**config.mk**
```make
export PLATFORM = sky130hd
export DESIGN_NAME = exec_trace_buffer_flat
export DESIGN_NICKNAME = d
export VERILOG_FILES = /design/src/rtl/exec_trace_buffer_if.sv /design/src/rtl/exec_trace_buffer.sv /design/src/flat_wrapper.sv
export SDC_FILE = /design/constraint.sdc
export NUM_CORES = 1
export LEC_CHECK = 0
export BUFFER_PORTS_ARGS = -buffer_cell sky130_fd_sc_hd__clkbuf_2
export CAP_MARGIN = 0
export CORE_ASPECT_RATIO = 0.9
export CORE_UTILIZATION = 29
export DETAILED_ROUTE_END_ITERATION = 8
export GPL_TIMING_DRIVEN = 0
export PLACE_DENSITY = 0.57
export SLEW_MARGIN = 30
export SYNTH_ARGS = -nofsm -noshare
export SYNTH_HDL_FRONTEND = slang
export SYNTH_SLANG_ARGS = --single-unit
```
**constraint.sdc**
```tcl
create_clock -name hand_clock -period 7.65 [get_ports hand_clock]
set_input_delay 0 -clock hand_clock [delete_from_list [all_inputs] [get_ports hand_clock]]
set_output_delay 0 -clock hand_clock [all_outputs]
set_load 0.03 [all_outputs]
```
**src/rtl/exec_trace_buffer_if.sv**
```systemverilog
// Trace bus for exec_trace_buffer: per-step CPU capture fields plus the
// combinational readback port.
`timescale 1ns/1ps
interface exec_trace_buffer_if #(
    parameter int PC_W = 9
);
    logic [PC_W-1:0] pc_in;
    logic [31:0]     instr_in;
    logic            reg_we_in;
    logic [4:0]      reg_waddr_in;
    logic [31:0]     reg_wdata_in;
    logic [3:0]      rd_idx;
    logic [1:0]      rd_sel;
    logic [31:0]     rd_data;
    logic            rd_valid;

    modport master (
        output pc_in, instr_in, reg_we_in, reg_waddr_in, reg_wdata_in,
        output rd_idx, rd_sel,
        input  rd_data, rd_valid
    );

    modport slave (
        input  pc_in, instr_in, reg_we_in, reg_waddr_in, reg_wdata_in,
        input  rd_idx, rd_sel,
        output rd_data, rd_valid
    );
endinterface

```
**src/rtl/exec_trace_buffer.sv**
```systemverilog
// Circular execution trace buffer with PC breakpoint trigger, post-trigger
// capture window and freeze; newest-first combinational readback.
`timescale 1ns/1ps
module exec_trace_buffer #(
    parameter int DEPTH = 16,
    parameter int PC_W  = 9
) (
    input  logic                hand_clock,
    input  logic                reset,
    exec_trace_buffer_if.slave  bus,
    input  logic                arm,
    input  logic                bp_en,
    input  logic [PC_W-1:0]     bp_pc,
    input  logic [3:0]          post_count,
    output logic [1:0]          state_out,
    output logic [4:0]          count_out,
    output logic                triggered
);
    localparam int AW = $clog2(DEPTH);

    typedef enum logic [1:0] {
        IDLE    = 2'b00,
        CAPTURE = 2'b01,
        POST    = 2'b10,
        FROZEN  = 2'b11
    } state_e;

    typedef struct packed {
        logic [PC_W-1:0] pc;
        logic [31:0]     instr;
        logic            we;
        logic [4:0]      waddr;
        logic [31:0]     wdata;
    } entry_t;

    state_e          state_q;
    logic [AW-1:0]   wr_ptr_q;
    logic [4:0]      count_q;
    logic [3:0]      remaining_q;
    logic            triggered_q;
    entry_t          mem_q [DEPTH];

    logic            wr_en;
    logic            bp_hit;
    entry_t          entry_d;
    logic [AW-1:0]   rd_addr;
    entry_t          rd_entry;

    // arm wins over everything, so it also suppresses the write on its edge.
    assign wr_en  = !arm && (state_q == CAPTURE || state_q == POST);
    assign bp_hit = bp_en && (bus.pc_in == bp_pc);

    assign entry_d = '{pc:    bus.pc_in,
                       instr: bus.instr_in,
                       we:    bus.reg_we_in,
                       waddr: bus.reg_waddr_in,
                       wdata: bus.reg_wdata_in};

    always_ff @(posedge hand_clock or posedge reset) begin
        if (reset) begin
            state_q     <= IDLE;
            wr_ptr_q    <= '0;
            count_q     <= '0;
            remaining_q <= '0;
            triggered_q <= 1'b0;
        end else if (arm) begin
            state_q     <= CAPTURE;
            wr_ptr_q    <= '0;
            count_q     <= '0;
            triggered_q <= 1'b0;
        end else begin
            if (wr_en) begin
                wr_ptr_q <= wr_ptr_q + AW'(1);
                if (count_q != 5'(DEPTH)) count_q <= count_q + 5'd1;
            end
            case (state_q)
                CAPTURE: begin
                    if (bp_hit) begin
                        triggered_q <= 1'b1;
                        if (post_count == 4'd0) begin
                            state_q <= FROZEN;
                        end else begin
                            state_q     <= POST;
                            remaining_q <= post_count;
                        end
                    end
                end
                // Breakpoint matches are deliberately ignored here.
                POST: begin
                    remaining_q <= remaining_q - 4'd1;
                    if (remaining_q == 4'd1) state_q <= FROZEN;
                end
                default: ;
            endcase
        end
    end

    // NOTE: trace storage has no reset; count_q == 0 already masks stale entries.
    always_ff @(posedge hand_clock) begin
        if (wr_en) mem_q[wr_ptr_q] <= entry_d;
    end

    // NOTE: every always_comb output gets a default first so no latch is inferred.
    always_comb begin
        rd_addr      = wr_ptr_q - AW'(1) - AW'(bus.rd_idx);
        rd_entry     = mem_q[rd_addr];
        bus.rd_valid = ({1'b0, bus.rd_idx} < count_q);
        bus.rd_data  = '0;
        if (bus.rd_valid) begin
            case (bus.rd_sel)
                2'b00:   bus.rd_data = 32'(rd_entry.pc);
                2'b01:   bus.rd_data = rd_entry.instr;
                2'b10:   bus.rd_data = rd_entry.wdata;
                default: bus.rd_data = {26'b0, rd_entry.we, rd_entry.waddr};
            endcase
        end
    end

    assign state_out = state_q;
    assign count_out = count_q;
    assign triggered = triggered_q;
endmodule

```
**src/flat_wrapper.sv**
```systemverilog
// flat-port wrapper written by rule: the top's interface ports become plain ports
module exec_trace_buffer_flat 
#(
    parameter int DEPTH = 16,
    parameter int PC_W  = 9
)
  (hand_clock, reset, arm, bp_en, bp_pc, post_count, state_out, count_out, triggered, bus_pc_in, bus_instr_in, bus_reg_we_in, bus_reg_waddr_in, bus_reg_wdata_in, bus_rd_idx, bus_rd_sel, bus_rd_data, bus_rd_valid);
  exec_trace_buffer_if #(.PC_W(PC_W)) bus_i ();
  input  logic hand_clock;
  input  logic reset;
  input  logic arm;
  input  logic bp_en;
  input  logic [PC_W-1:0] bp_pc;
  input  logic [3:0] post_count;
  output logic [1:0] state_out;
  output logic [4:0] count_out;
  output logic triggered;
  input wire logic [$bits(bus_i.pc_in)-1:0] bus_pc_in;
  input wire logic [$bits(bus_i.instr_in)-1:0] bus_instr_in;
  input wire logic [$bits(bus_i.reg_we_in)-1:0] bus_reg_we_in;
  input wire logic [$bits(bus_i.reg_waddr_in)-1:0] bus_reg_waddr_in;
  input wire logic [$bits(bus_i.reg_wdata_in)-1:0] bus_reg_wdata_in;
  input wire logic [$bits(bus_i.rd_idx)-1:0] bus_rd_idx;
  input wire logic [$bits(bus_i.rd_sel)-1:0] bus_rd_sel;
  output wire logic [$bits(bus_i.rd_data)-1:0] bus_rd_data;
  output wire logic [$bits(bus_i.rd_valid)-1:0] bus_rd_valid;
  assign bus_i.pc_in = bus_pc_in;
  assign bus_i.instr_in = bus_instr_in;
  assign bus_i.reg_we_in = bus_reg_we_in;
  assign bus_i.reg_waddr_in = bus_reg_waddr_in;
  assign bus_i.reg_wdata_in = bus_reg_wdata_in;
  assign bus_i.rd_idx = bus_rd_idx;
  assign bus_i.rd_sel = bus_rd_sel;
  assign bus_rd_data = bus_i.rd_data;
  assign bus_rd_valid = bus_i.rd_valid;
  exec_trace_buffer #(.DEPTH(DEPTH), .PC_W(PC_W)) u_core (.hand_clock(hand_clock), .reset(reset), .bus(bus_i), .arm(arm), .bp_en(bp_en), .bp_pc(bp_pc), .post_count(post_count), .state_out(state_out), .count_out(count_out), .triggered(triggered));
endmodule
```
==> results of run 1 <==
worst max-delay path by stage:
stage / endpoint / from / cells after the start / slack (ns)
finish: bus_rd_data[24] / u_core.wr_ptr_q[0]$_DFFE_PP0P_ / 13 / 2.26
global route: bus_rd_data[24] / u_core.wr_ptr_q[0]$_DFFE_PP0P_ / 13 / 2.09
CTS: bus_rd_data[24] / u_core.wr_ptr_q[0]$_DFFE_PP0P_ / 13 / 2.17
detailed placement: bus_rd_data[24] / u_core.wr_ptr_q[0]$_DFFE_PP0P_ / 13 / 3.00
global placement: u_core.mem_q[3][62]$_DFFE_PP_ / u_core.state_out[0]$_DFFE_PP0P_ / 6 / -7.83
floorplan: u_core.mem_q[0][0]$_DFFE_PP_ / u_core.state_out[0]$_DFFE_PP0P_ / 6 / 0.30
critical path: stages (launching register included):
cell and delay, ns:
dfrtp_1 0.47, ha_1 0.22, inv_1 0.06, fa_1 0.47
buf_4 0.19, buf_2 0.31, buf_2 0.41, buf_1 0.75
mux4_2 0.45, nand2_1 0.09, a21oi_1 0.06, nor2_1 0.62
o22ai_1 0.25, clkbuf_2 0.25
sequential cells by signal (all words and copies together) (netlist names):
signal              flops
u_core.mem_q         1264
u_core.state_out        2
u_core.wr_ptr_q         4
u_core.count_out        5
u_core.remaining_q      4
u_core.triggered        1
per-layer routing:
| metal | GRT usage | part of all wire |
|---|---|---|
| met1 | 0.211 | 0.42 |
| met2 | 0.262 | 0.49 |
| met3 | 0.0289 | 0.061 |
| met4 | 0.0490 | 0.026 |
| met5 | 0 | 0.00048 |
report_power, final:
part	total [mW]	switching, mW	internal [mW]	leakage, nW
Sequential	7.84	0.0240	7.82	11.6
Clock	6.42	2.70	3.72	2.09
Combinational	2.31	1.45	0.866	6.12
Total	16.6	4.17	12.4	19.8
metrics by stage:
stage | setup TNS (ns) | power, mW | util | hold WS [ns]
5_1_grt | 0 | 17.1 | 0.360 | 0.144
6_report | 0 | 16.6 | 0.360 | 0.0981
4_1_cts | 0 | 16.7 | 0.360 | 0.0563
2_1_floorplan | 0 | 9.34 | - | -0.0863
3_5_place_dp | 0 | 10.3 | 0.329 | 0.154
3_3_place_gp | -4590.45 | 10.3 | 0.314 | 0.149
cell usage after synthesis, types with 2 or more instances:
| library cell | number | area share |
|---|---|---|
| o221ai_1 | 2 | 0.00035 |
| clkbuf_1 | 29 | 0.0022 |
| xnor2_1 | 5 | 0.00088 |
| buf_2 | 52 | 0.0052 |
| inv_1 | 19 | 0.0014 |
| buf_4 | 16 | 0.0024 |
| mux2i_1 | 38 | 0.0077 |
| nand2b_1 | 8 | 0.0010 |
| dfrtp_1 | 16 | 0.0081 |
| nor3_1 | 8 | 0.00081 |
| a21oi_1 | 102 | 0.010 |
| a31oi_1 | 5 | 0.00063 |
| a211oi_1 | 4 | 0.00060 |
| nor4_1 | 3 | 0.00038 |
| o22ai_1 | 27 | 0.0034 |
| nor2_1 | 93 | 0.0070 |
| a311oi_1 | 3 | 0.00053 |
| nand3_1 | 24 | 0.0024 |
| o31a_1 | 2 | 0.00035 |
| and3_1 | 3 | 0.00038 |
| nor2b_1 | 3 | 0.00038 |
| mux4_2 | 316 | 0.14 |
| o2111ai_1 | 2 | 0.00035 |
| o22a_1 | 8 | 0.0014 |
| nand2_1 | 238 | 0.018 |
| buf_6 | 3 | 0.00068 |
| ha_1 | 16 | 0.0040 |
| o21bai_1 | 2 | 0.00030 |
| o311ai_1 | 2 | 0.00035 |
| mux2_2 | 5 | 0.0011 |
| edfxtp_1 | 1264 | 0.76 |
| mux4_1 | 2 | 0.0011 |
| o21ai_0 | 10 | 0.0010 |
| xor2_1 | 13 | 0.0023 |
| o21ai_1 | 2 | 0.00020 |
| buf_1 | 27 | 0.0020 |
layout make-up:
| class | count | area (µm²) | area share |
|---|---|---|---|
| antenna | 2 | 5.00 | 0.0000821 |
| buffer | 127 | 626 | 0.0103 |
| clock buffer | 171 | 3580 | 0.0586 |
| clock inverter | 71 | 714 | 0.0117 |
| inverter | 19 | 71.3 | 0.00117 |
| multi-input combinational | 963 | 10700 | 0.176 |
| sequential | 1280 | 38400 | 0.629 |
| tap | 2247 | 2810 | 0.0461 |
| timing repair buffer | 373 | 4090 | 0.0670 |
logic make-up (layout without fill, tap and decap cells):
kind of cell / count (synthesis) / in the layout
adders and majority gates: 17 / 17
buffers and inverters: 146 / 761
DFF: 1280 / 1280
xor gates and xnor gates: 19 / 19
other: 0 / 2
and+or+nand+nor: 385 / 385
AOI/OAI and AO/OA: 181 / 181
muxes: 361 / 361
==> run summary, run 1 <==
The flow ran to the end, and the final reports show no timing, DRC or antenna violations. The power density over cell area works out to 272 nW/µm². Complex-gate fraction of the synthesized area: 0.0217.

Entering global routing, the biggest net connects 18 pins. The setup-violating endpoint count in the final report is 0. The count of pins on the block boundary came out at 143. The number of failing hold endpoints at the final stage came out at 0. The simple logic cell fraction of the synthesized area came out at 0.0311. Buffers inserted to repair hold after CTS numbered 94. The tools report the last weighted congestion value of the routability-driven placer as 0.781. The floorplan step set the die width to 438 µm. The maximum clock insertion buffer count was 3. The largest family of logic cells by synthesized area was multiplexers. The number of register bits inferred by synthesis is 1280, and the worst-path maximum fanout is 10. Counting every sink on the clock net gives 1280. In this run the most critical hold path is launched from bp_pc[5]. The critical path data required time came out at 7.65 ns. The measured slew at the worst slew-check pin was 1.01 ns; the depth of the worst register-to-register path was 13. The clock-pin slew on the worst setup and hold paths came out at 0.06 ns. In the layout the commonest cells are 1264 x edfxtp_1, 316 x mux4_2, 238 x nand2_1. The initial standard-cell utilization of the core came out at 0.293.

Net count of the mapped netlist: 2508. Nature of the critical path endpoint: an output pin. At the end of the flow, the number of nets in the layout was 3016. After synthesis, the netlist uses 53 different library cells. The share of async-settable or async-resettable flops after synthesis is 0.0125.

The clock reaches the later pin of the worst-skew pair after 0.77 ns. The multiplexer share of the synthesized area was 0.153; the number of rows created at floorplan was 143. The Yosys step of the flow raised 0 warnings. The H-tree was split into 4 levels. Via count of the first global-routing pass: 26100. The initial antenna violation count was 11; the post-layout minimum cycle time was 5.39 ns. The run gives 0 as the post-cts repair resize count. The iteration-0 DRC count of the detailed router was 2797; the number of iterations in the first detailed-routing pass was 5.

Across the VDD grid, the largest voltage drop is 251 µV. The share of post-route cells with drive strength above 1 was 0.292; the clock skew was 0.0265 ns. The worst setup path is of the flop to output pin kind.

The launch point of the worst reg-to-reg path was u_core.state_out[0]$_DFFE_PP0P_. Among all flip-flop cells after synthesis, the most frequent one is edfxtp_1. The first global-routing pass estimated 196000 µm of wire. The worst hold path terminates at u_core.state_out[1]$_DFFE_PP0P_.

Pre-CTS worst setup slack: 3.00 ns. The number of clock buffers added by TritonCTS is 133. The layout has 15500 filler cells.

The number of enable flip-flop cells after synthesis was 1264. The area growth from synthesis to layout is 22.8%. The die covers 173000 µm².

The xor/xnor share of the synthesized area came out at 0.00350. Post-route clock period utilization: 0.705. The die span in y was 395 µm; the count of port buffers added during placement was 140. The number of placed cells counting well taps was 4915; the area inside the core boundary was 169000 µm². The total placed instance area was 55800 µm²; the post-synthesis instance area was 49700 µm². After layout, the worst setup slack is 2.26 ns. The total number of vias is 25600, and the reported max-cap violation count is 0. TritonCTS built the clock tree.

For the number of max-slew violations in the final report, the log shows 0. The run gives 5253 as the final cell count without fillers. The tools report the worst slew margin relative to its limit as 0.324. The worst hold path belongs to the class input pin to flop. The cell count of the worst hold path was 7; the final wirelength was 137000 µm.

The adder-cell share of the synthesized area was 0.00443. After legalization and detailed placement, the total HPWL measured 94400 µm. The overall track demand over capacity in global routing is 0.158, and the routed wire length per instance is 26.0 µm.

For the worst setup path, the data arrival time is 5.39 ns. In this run the remaining antenna-violating nets after routing total 0. The tools report the master cell of the clock root buffer as clkbuf_16. The logs give 0.772 for the share of synthesized area occupied by flip-flops and latches and 0 for the total congestion overflow after global routing. Setup repair after global routing left no endpoint under its margin.

After detailed routing, the number of vias per cell comes to 4.87. STA classifies the critical path startpoint as a flop. Post-CTS timing repair inserted 0 buffers for setup. Averaged over all synthesized cells, the footprint is 20.8 µm².

Summing all non-filler instances in the final layout gives an area of 61000 µm². For the register-to-register path setup slack, the log shows 3.91 ns. Leaving out fill and tap cells, the most frequent cell in the layout is edfxtp_1. The highest achievable clock rate was 185 MHz; the static leakage was 19.8 nW. The tools report the worst flop-to-flop path endpoint as u_core.mem_q[0][63]$_DFFE_PP_.

Synthesis produced 2389 cells. In the routed design, unresolved DRC markers number 0.
No activity file was read; power rests on OpenSTA's default activity.
==> run 2: changes to the inputs <==
--- a/config.mk
+++ b/config.mk
@@ -5,6 +5,7 @@
 export SDC_FILE = /design/constraint.sdc
 export NUM_CORES = 1
 export LEC_CHECK = 0
+export ABC_AREA = 1
 export BUFFER_PORTS_ARGS = -buffer_cell sky130_fd_sc_hd__clkbuf_2
 export CAP_MARGIN = 0
 export CORE_ASPECT_RATIO = 0.9
==> constraint.sdc (replaced) <==
create_clock -name hand_clock -period 4.43 [get_ports hand_clock]
set_input_delay 0 -clock hand_clock [delete_from_list [all_inputs] [get_ports hand_clock]]
set_output_delay 0 -clock hand_clock [all_outputs]
set_load 0.03 [all_outputs]
==> run summary, run 2 <==
The pre-CTS worst setup slack came out at 0.0706 ns. Sorting the synthesized cells by area gives the leading types as edfxtp_1 73%, nand3_1 11%, nand2_1 9.7%. The logs give 0.280 for the worst slew margin relative to its limit and 0.76 ns for the clock latency reported for the late side of the worst-skew pair. Leaving out fill and tap cells, the most frequent cell in the layout is nand2_1. Of all nets on the critical path, the largest fanout is 10. Setup repair after global routing could not meet its margin everywhere. Full die area: 181000 µm². The routed layout has 37000 vias. The reported max-cap violation count is 0. The flip-flop count of the largest register after layout is 1264, and the routed wire length per instance is 23.4 µm. After detailed routing, the number of remaining DRC violations is 0.

In this run the mean area of a mapped cell was 11.9 µm². The tools report the instance count of the mapped netlist as 4379. In this run the critical register-to-register path is launched from u_core.state_out[0]$_DFFE_PP0P_. For the arrival time at the worst endpoint, the log shows 4.43 ns. For the maximum VDD drop, the log shows 302 µV.

Clock tree synthesis found a total of 1280 sinks. The clock skew is 0.0214 ns. The run gives 10 as the initial antenna violation count. The logs give 0.359 for the end-of-flow core utilization and 0 for the number of synthesis warnings. Relative to the synthesized area, the layout overhead comes to 22.2%.

143 I/O pins were placed. Average via count per standard cell: 5.04. The run gives -0.0222 ns as the worst hold-check slack.

The run gives 0 as the antenna violation net count after detailed routing. The worst hold path startpoint is bp_en. The tools report the total CTS buffers as 130.

The biggest area contributor in the post-synthesis netlist is edfxtp_1. The tools report the number of max-slew violations in the final report as 0. By count the netlist is led by 1348 x nand2_1, 1264 x edfxtp_1, 1151 x nand3_1. Counting distinct cell types in the post-synthesis netlist gives 25.

For this run, the post-layout net count is 4981. The final wirelength is 171000 µm, and the share of synthesized area occupied by flip-flops and latches is 0.739. After legalization and detailed placement, the total HPWL measured 117000 µm.

The run gives 4498 as the net count of the mapped netlist. The critical path data required time is 4.43 ns, and the power spent charging and discharging nets is 13.3 mW. The congestion estimate from routability-driven global placement came to 0.841. The sequential group share of total power is 0.387, and the measured slew at the worst slew-check pin is 1.08 ns. For this block, the initial DRC count from the detailed router was 4989. For the register-to-register path setup slack, the log shows 0.94 ns.

The fraction of post-synthesis cell area in the top cell type by area was 0.731. The worst setup path is of the flop to output pin kind. The first TritonRoute pass finished after 5 iterations. The number of failing hold endpoints at the final stage was 1. The number of enable flip-flop cells after synthesis was 1264. Start point of the critical path: u_core.wr_ptr_q[0]$_DFFE_PP0P_. Post-route clock period utilization: 0.999.

For this run, the leading register cell type out of synthesis is edfxtp_1. The fill cell total of the finished layout is 17200. The worst setup path is captured at an output pin. Category of the worst setup path launch point: a flop. In this run the static leakage power is 22.9 nW. For the number of rows created at floorplan, the log shows 146. For the total congestion overflow after global routing, the log shows 0. The share of power burned in the clock network is 0.292.

The H-tree was split into 4 levels. For the initial standard-cell utilization of the core, the log shows 0.294. Post-layout minimum cycle time: 4.43 ns. Synthesis inferred 1280 register bits.

The root buffer cell chosen for the clock tree is clkbuf_16. Wire length of the first global-routing pass: 244000 µm. The run finished, with violations left.

The longest clock path from root to sink contains 3 buffers. TritonCTS built the clock tree. Timing would allow up to 226 MHz. Count of port buffers added during placement: 142.

The share of async-settable or async-resettable flops after synthesis was 0.0125; the share of post-route cells with drive strength above 1 was 0.134. The power density over cell area was 572 nW/µm². Switching part of the total: 0.367. The checks that failed: hold timing. Ranked by flip-flop count, first place goes to u_core.mem_q. In this run the horizontal extent of the chip is 448 µm. The area inside the core boundary was 177000 µm². The tools report the total internal power as 23.0 mW. nand2_1 is the most common cell in the netlist. Measured along the y axis, the die boundary spans 403 µm. Combinational group share of total power: 0.321. The tools report the post-synthesis instance area as 51900 µm². The maximum number of pins on one net before global-route repair is 20. The overall track demand over capacity in global routing was 0.186; the worst setup slack after layout was 0.00233 ns. The path class of the tightest hold or removal check is input pin to flop.

The run gives 34500 as the via count of the first global-routing pass. Setup violations remaining at the end of the flow were counted as 0. In the layout the commonest cells are 1347 x nand2_1, 1264 x edfxtp_1, 1148 x nand3_1. The clock-pin slew on the worst setup and hold paths was 0.06 ns.
-- run 2: cell count changes after synthesis, moves of 27 or more --
cell | previous run | this run
clkbuf_1 | 29 | 130
nand2_1 | 238 | 1348
nand3_1 | 24 | 1151
buf_2 | 52 | 113
inv_1 | 19 | 130
o22ai_1 | 27 | 0
mux2i_1 | 38 | 0
a21oi_1 | 102 | 36
mux4_2 | 316 | 0
-- run 2: layout make-up --
type	count	area, µm²	share of cell area
Clock inverter	66	453	0.00714
Multi-Input combinational cell	2697	12300	0.194
Sequential cell	1280	38400	0.604
Timing Repair Buffer	351	4110	0.0647
Buffer	269	1260	0.0198
Clock buffer	161	3540	0.0558
Antenna cell	3	7.51	0.000118
Inverter	133	499	0.00787
Tap cell	2368	2960	0.0467
-- run 2: repair_timing --
| item | CTS | global route |
|---|---|---|
| endpoints found under the setup margin | 32 | 32 |
| pin swaps | 2 | 0 |
| setup buffers | 4 | 0 |
| gates resized for setup | 59 | 64 |
| hold endpoints to repair | 1296 | 0 |
| hold buffers | 94 | 0 |
-- run 2: layer usage --
layer  track usage  wire, µm
met5             0        27
met3        0.0391     18100
met4        0.0507      3880
met2         0.286     77000
met1         0.266     72300
-- run 2: cell families (layout without fill, tap and decap cells) --
kind of cell / Yosys count / count (layout) / share of synthesized area
simple gates: 2599 / 2599 / 0.217
compound gates: 75 / 75 / 0.00735
xor+xnor: 6 / 6 / 0.00101
buf+inv: 402 / 980 / 0.0319
fa+ha+maj: 17 / 17 / 0.00424
flops: 1280 / 1280 / 0.739
other cells: 0 / 3 / 0
-- run 2: through the flow --
stage | power (mW) | cell area [µm²] | TNS (ns) | std cells
detailed placement | 25.5 | 58200 | 0 | 7000
global placement | 25.0 | 55700 | -5821.49 | 6889
floorplan | 20.8 | 52000 | -775.09 | 4379
finish | 36.3 | 63500 | 0 | 7328
CTS | 36.2 | 63300 | -0.00655 | 7325
global route | 37.8 | 63500 | -0.0982 | 7326
-- run 2: final timing paths --
path,to,cells after the start
max in group asynchronous,u_core.count_out[0]$_DFFE_PP0P_,4
worst min-delay path,u_core.triggered$_DFFE_PP0P_,7
worst max-delay path,bus_rd_data[15],13
min in group asynchronous,u_core.remaining_q[2]$_DFFE_PP0P_,4
worst min register to register,u_core.triggered$_DFFE_PP0P_,2
worst max register to register,u_core.mem_q[7][47]$_DFFE_PP_,10
-- run 2: power by group through the flow --
stage | Clock, mW | Sequential [mW] | Combinational [mW]
4_1_cts | 10.7 | 14.0 | 11.5
2_1_floorplan | 0 | 14.3 | 6.45
3_3_place_gp | 0 | 14.3 | 10.7
5_1_grt | 11.1 | 14.1 | 12.6
3_5_place_dp | 0 | 14.3 | 11.2
6_report | 10.6 | 14.0 | 11.7
-- run 2: critical path, stage by stage (launching register included) --
cell      delay [ns]
dfrtp_1         0.43
ha_1            0.21
inv_1           0.06
fa_1            0.48
buf_2           0.28
inv_2           0.16
buf_2           0.34
buf_2           0.34
nand3_1         0.15
nand3_1         0.09
nand3_1         0.11
nand3_1         0.30
a21oi_1         0.42
clkbuf_2        0.28
